$ cat config.mk
export PLATFORM = sky130hd
export DESIGN_NAME = module_keypad_decoder
export DESIGN_NICKNAME = d
export VERILOG_FILES = /design/src/rtl/module_keypad_decoder.sv
export SDC_FILE = /design/constraint.sdc
export NUM_CORES = 1
export LEC_CHECK = 0
export CORE_ASPECT_RATIO = 0.8
export CORE_MARGIN = 2
export CORE_UTILIZATION = 35
export CTS_CLUSTER_SIZE = 16
export DETAILED_ROUTE_END_ITERATION = 10
export PLACE_DENSITY = 0.59
export SYNTH_ARGS = -nofsm -noshare
export SYNTH_HDL_FRONTEND = slang
export SYNTH_SLANG_ARGS = --single-unit
$ cat constraint.sdc
create_clock -name clk -period 1.88 [get_ports clk]
set_input_delay 0.282 -clock clk [delete_from_list [all_inputs] [get_ports clk]]
set_output_delay 0.282 -clock clk [all_outputs]
set_load 0.05 [all_outputs]
$ cat src/rtl/module_keypad_decoder.sv
// Row-side reader for a 4x4 matrix keypad: paces the column scan counter, debounces rows, emits key codes.
// Latency: 2-cycle row synchronizer; key_o/key_valid_o appear DEBOUNCE_CYCLES+1 cycles after the sampling cycle.
// Backpressure: none downstream; stop_o holds the external scan counter on the current column.
module module_keypad_decoder #(
    parameter int SCAN_DWELL      = 16,
    parameter int DEBOUNCE_CYCLES = 8
) (
    input  logic       clk,
    input  logic       rst,
    input  logic [1:0] col_idx_i,
    input  logic [3:0] row_i,
    output logic       stop_o,
    output logic [3:0] key_o,
    output logic       key_valid_o
);

    localparam int DW = $clog2(SCAN_DWELL);
    localparam int BW = $clog2(DEBOUNCE_CYCLES + 1);
    localparam logic [DW-1:0] DWELL_LAST = DW'(SCAN_DWELL - 1);
    localparam logic [BW-1:0] DB_LAST    = BW'(DEBOUNCE_CYCLES - 1);

    typedef enum logic [1:0] {
        ST_SCAN     = 2'd0,
        ST_DEBOUNCE = 2'd1,
        ST_HELD     = 2'd2,
        ST_RELEASE  = 2'd3
    } state_t;

    state_t        r_state;
    state_t        w_state_nxt;
    logic [3:0]    r_row_meta;
    logic [3:0]    r_row_s;
    logic [DW-1:0] r_dwell;
    logic [DW-1:0] w_dwell_nxt;
    logic [BW-1:0] r_db;
    logic [BW-1:0] w_db_nxt;
    logic [1:0]    r_row_lat;
    logic [1:0]    w_row_lat_nxt;
    logic [1:0]    r_col_lat;
    logic [1:0]    w_col_lat_nxt;
    logic [3:0]    r_key;
    logic [3:0]    w_key_nxt;
    logic          r_key_vld;
    logic          w_key_vld_nxt;
    logic          w_any_row;
    logic [1:0]    w_low_row;
    logic          w_lat_row_lvl;

    // Two-flop synchronizer for the asynchronous row pins; reset to "no key" so reset never looks like a press.
    always_ff @(posedge clk) begin
        if (rst) begin
            r_row_meta <= 4'hF;
            r_row_s    <= 4'hF;
        end else begin
            r_row_meta <= row_i;
            r_row_s    <= r_row_meta;
        end
    end

    // Active-low rows: flag any active row and pick the lowest-numbered one.
    always_comb begin
        w_any_row = ~&r_row_s;
        w_low_row = 2'd3;
        if (!r_row_s[0]) begin
            w_low_row = 2'd0;
        end else if (!r_row_s[1]) begin
            w_low_row = 2'd1;
        end else if (!r_row_s[2]) begin
            w_low_row = 2'd2;
        end
    end

    // Once a key is latched only its own row is watched; other rows are ignored.
    assign w_lat_row_lvl = r_row_s[r_row_lat];

    // Next-state, counter updates and stop_o; stop_o releases the counter only on an empty dwell end.
    always_comb begin
        w_state_nxt   = r_state;
        w_dwell_nxt   = r_dwell;
        w_db_nxt      = r_db;
        w_row_lat_nxt = r_row_lat;
        w_col_lat_nxt = r_col_lat;
        w_key_nxt     = r_key;
        w_key_vld_nxt = 1'b0;
        stop_o        = 1'b1;
        case (r_state)
            ST_SCAN: begin
                if (r_dwell == DWELL_LAST) begin
                    if (w_any_row) begin
                        w_row_lat_nxt = w_low_row;
                        w_col_lat_nxt = col_idx_i;
                        w_db_nxt      = '0;
                        w_state_nxt   = ST_DEBOUNCE;
                    end else begin
                        stop_o      = 1'b0;
                        w_dwell_nxt = '0;
                    end
                end else begin
                    w_dwell_nxt = r_dwell + DW'(1);
                end
            end
            ST_DEBOUNCE: begin
                if (w_lat_row_lvl) begin
                    // Bounce: counter was held, so the same column is sampled again.
                    w_state_nxt = ST_SCAN;
                    w_dwell_nxt = '0;
                end else if (r_db == DB_LAST) begin
                    w_state_nxt   = ST_HELD;
                    w_key_nxt     = {r_row_lat, r_col_lat};
                    w_key_vld_nxt = 1'b1;
                end else begin
                    w_db_nxt = r_db + BW'(1);
                end
            end
            ST_HELD: begin
                if (w_lat_row_lvl) begin
                    w_state_nxt = ST_RELEASE;
                    w_db_nxt    = '0;
                end
            end
            ST_RELEASE: begin
                if (!w_lat_row_lvl) begin
                    // Release bounce goes back to HELD silently: one pulse per physical press.
                    w_state_nxt = ST_HELD;
                end else if (r_db == DB_LAST) begin
                    w_state_nxt = ST_SCAN;
                    w_dwell_nxt = '0;
                end else begin
                    w_db_nxt = r_db + BW'(1);
                end
            end
            default: begin
                w_state_nxt = ST_SCAN;
                w_dwell_nxt = '0;
            end
        endcase
    end

    // State, counters, latches and registered outputs.
    always_ff @(posedge clk) begin
        if (rst) begin
            r_state   <= ST_SCAN;
            r_dwell   <= '0;
            r_db      <= '0;
            r_row_lat <= 2'd0;
            r_col_lat <= 2'd0;
            r_key     <= 4'h0;
            r_key_vld <= 1'b0;
        end else begin
            r_state   <= w_state_nxt;
            r_dwell   <= w_dwell_nxt;
            r_db      <= w_db_nxt;
            r_row_lat <= w_row_lat_nxt;
            r_col_lat <= w_col_lat_nxt;
            r_key     <= w_key_nxt;
            r_key_vld <= w_key_vld_nxt;
        end
    end

    assign key_o       = r_key;
    assign key_valid_o = r_key_vld;

endmodule
==> flow_summary_export.csv <==
group,metric,value,unit
synth,ys_seq_area_frac,0.481,
power_and_ir_drop,vdd_drop_max,0.283,mV
drt,vias,921,
cells_and_area,finalNonFillerCells,182,
cells_and_area,num-nets-final,153,
place,port_buffers,13,
critical_path,end_kind,"flip-flop",
sta,slew_headroom,0.660,
sta,fin_skew,9.55,ps
sta,period_minus_slack,1830,ps
critical_path,worstSetupEndpoint,"r_db[2]$_SDFFE_PP0P_",
synth,synthArstFlopShare,0,
critical_path,reg2regPathDepth,4,
cells_and_area,drive_gt1_frac,0.254,
synth,synth_area_leaders,"dfxtp_1 (48%), mux2i_1 (5.3%), or2_2 (5.0%)",
global_routing,grt_pass1_vias,799,
min_path,hp-class,"reg -> reg",
power_and_ir_drop,power,0.975,mW
critical_path,r2r_end,"r_db[2]$_SDFFE_PP0P_",
drt,wire_per_inst,11.7,µm
synth,synth_top_area_cell,"dfxtp_1",
global_routing,grt_max_degree,15,
cts,cts.sinks,27,
sta,rsz0062_at_grt,"false",
global_routing,use_met2,0.211,
synth,synth_xor_area_frac,0,
critical_path,r2r-start,"r_row_lat[0]$_SDFFE_PP0P_",
sta,finalHoldViolations,0,
synth,synth_seq_cells,27,
power_and_ir_drop,switching_share,0.210,
synth,ys_warn_count,0,
die,die_w,67.4,µm
run,maxCapViolations,0,
synth,synth_cell_types,35,
synth,synthesis.area,1120,µm²
cts,cts_tree,"yes",
drt,vias_per_cell,5.06,
synth,synth_compound_area_frac,0.128,
die,start_util,0.365,
critical_path,criticalPathCategory,"reg -> reg",
power_and_ir_drop,pwr-share-comb,0.060,
global_routing,use_met3,0.0494,
die,core-area,3090,µm²
drt,finalWirelength,2140,µm
synth,netlist.area_leader.share,0.481,
place,gp_congestion,0.849,
cells_and_area,syn_to_final_growth,28.1,%
critical_path,crit_path_start,"r_row_lat[0]$_SDFFE_PP0P_",
cells_and_area,diodes,0,
cells_and_area,fillers,293,
drt,drc_errors,0,
cts,clk_path_buf_depth,2,
power_and_ir_drop,switchingPower,0.205,mW
drt,ant_nets,0,
synth,avgSynthCellArea,9.61,µm²
power_and_ir_drop,power_frac_seq,0.610,
drt,first_pass_iters,5,
sta,max_freq,546,MHz
cts,cts-root-buf,"clkbuf_8",
sta,tightest_slew,509,ps
critical_path,crit_fanout,5,
place,post-dp-hpwl,1620,µm
cts,insertion_delay,270,ps
critical_path,worstPathArrival,2050,ps
critical_path,critPathLaunchType,"flip-flop",
die,die-area,3690,µm²
sta,fin_crit_sh,0.974,
place,dpl.cell_count,178,
die,num_io_pins,14,
sta,holdWs,413,ps
die,std_cell_rows,18,
global_routing,grt_first_pass_wirelength,3550,µm
power_and_ir_drop,leakage,0.516,nW
synth,synth_top_family_by_area,"simple AND/OR/NAND/NOR gates",
cts,cts.reportedPaths.clkPinSlew,90,ps
synth,synth_cells,117,
synth,synth_flop_cell,"dfxtp_1",
power_and_ir_drop,power_density,677,nW/µm²
outcome,outcome,"complete, no violations",
power_and_ir_drop,intPower,0.771,mW
synth,synthMuxAreaShare,0.0901,
global_routing,antenna_found_initial,0,
sta,slew_violations,0,
cells_and_area,final_util,0.467,
cts,cts.htree.levels,1,
drt,drtIter0Drc,34,
synth,synth_nets,127,
power_and_ir_drop,clock_power_share,0.330,
die,die_h,54.7,µm
critical_path,cp.required,2100,ps
synth,synth-edff-count,0,
synth,synth_fa_ha_area_frac,0.0222,
global_routing,grt.total_usage,0.133,
cts,cts_made_buffers,3,
global_routing,grt-ovfl-total,0,
critical_path,r2r_slack,50,ps
sta,final-setup-viol-count,0,
global_routing,busiest_layer,"met2",
global_routing,grt_use_met1,0.173,
synth,synth-simple-area-share,0.249,
-- how the worst min path moves through the flow --
| stage | start | end | slack [ps] | depth (start not counted) |
|---|---|---|---|---|
| after floorplan | row_i[0] | r_row_meta[0]$_SDFF_PP1_ | 390 | 1 |
| after global placement | r_row_meta[0]$_SDFF_PP1_ | r_row_s[0]$_SDFF_PP1_ | 390 | 1 |
| after detailed placement | r_row_meta[0]$_SDFF_PP1_ | r_row_s[0]$_SDFF_PP1_ | 390 | 1 |
| after CTS | r_row_meta[0]$_SDFF_PP1_ | r_row_s[0]$_SDFF_PP1_ | 410 | 1 |
| after global routing | r_row_meta[0]$_SDFF_PP1_ | r_row_s[0]$_SDFF_PP1_ | 430 | 1 |
| final | r_row_meta[0]$_SDFF_PP1_ | r_row_s[0]$_SDFF_PP1_ | 410 | 1 |
-- per-stage QoR --
stage,worst slack (ps),setup TNS [ps],area (µm²)
2_1_floorplan,18.0,0,1130
3_3_place_gp,28.6,0,1380
4_1_cts,20.2,0,1430
3_5_place_dp,-4.07,-4.07,1380
6_report,49.8,0,1440
5_1_grt,1.73,0,1440
-- cell usage after synthesis (2+ instances only) --
cell type,count
or3_1,2
nand3b_1,2
ha_1,2
dfxtp_1,27
nand3_1,5
nor2_1,10
or2_2,9
clkbuf_1,2
nand4b_1,2
nand4_1,2
and3_2,2
a21oi_1,8
mux2i_1,6
nand2_1,12
nor3_1,2
o21ai_0,5
-- what timing repair did --
item	4_1_cts	5_1_grt
hold endpoints to repair	0	0
gates resized for setup	2	4
hold buffers	0	0
setup endpoints to repair	1	3
buffers inserted	0	0
pin swaps	1	1
-- final cells by class --
type                            count  area (µm²)  share of cell area
Multi-Input combinational cell     84         562               0.390
Sequential cell                    27         547               0.379
Timing Repair Buffer               25         230               0.160
Tap cell                           40        50.0              0.0347
Clock buffer                        4        45.0              0.0313
Inverter                            2        7.51             0.00521
-- kinds of logic after synthesis --
kind of cell               after synthesis
and+or+nand+nor                         52
DFF                                     27
adders and majority gates                2
muxes                                    8
buffers and inverters                    6
AOI/OAI and AO/OA                       22
-- per-layer routing --
layer  vias to the layer above  routed length (µm)
li1                        472                   -
met5                         -                   0
met2                        17                 963
met3                         2                  92
met1                       430                1070
met4                         0                  10
-- power by group through the flow --
stage	combinational, mW	clock (mW)	sequential [mW]
2_1_floorplan	0.0339	0	0.606
3_3_place_gp	0.0558	0	0.608
3_5_place_dp	0.0571	0	0.609
4_1_cts	0.0577	0.334	0.594
5_1_grt	0.0641	0.358	0.597
6_report	0.0580	0.322	0.595
-- cells in the final DEF, fill, tap and decap left out, types with 2 or more instances in the layout --
master            n
nand3b_1          2
a21oi_1           8
o21ai_0           5
clkdlybuf4s50_1  12
nor3_1            2
mux2i_1           6
nand2_1          12
clkbuf_8          3
dfxtp_1          24
or3_1             2
nand4b_1          2
nand4_1           2
dfxtp_2           2
buf_4            12
nand3_1           4
nor2_1           10
or2_2             9
-- worst max-delay path, cell delays in order, from the launching register on --
cell and delay [ps]:
dfxtp_4 380, mux4_1 660, a311o_1 430, a211o_1 270, nand2_1 50
-- state kept, by name, indices dropped and copies added (netlist names), named ones only --
register,cells
r_row_lat,2
r_col_lat,2
key_o,4
key_valid_o,1
r_db,4
r_dwell,4
r_row_meta,4
r_row_s,4
r_state,1
No activity file was read; power rests on OpenSTA's default activity.
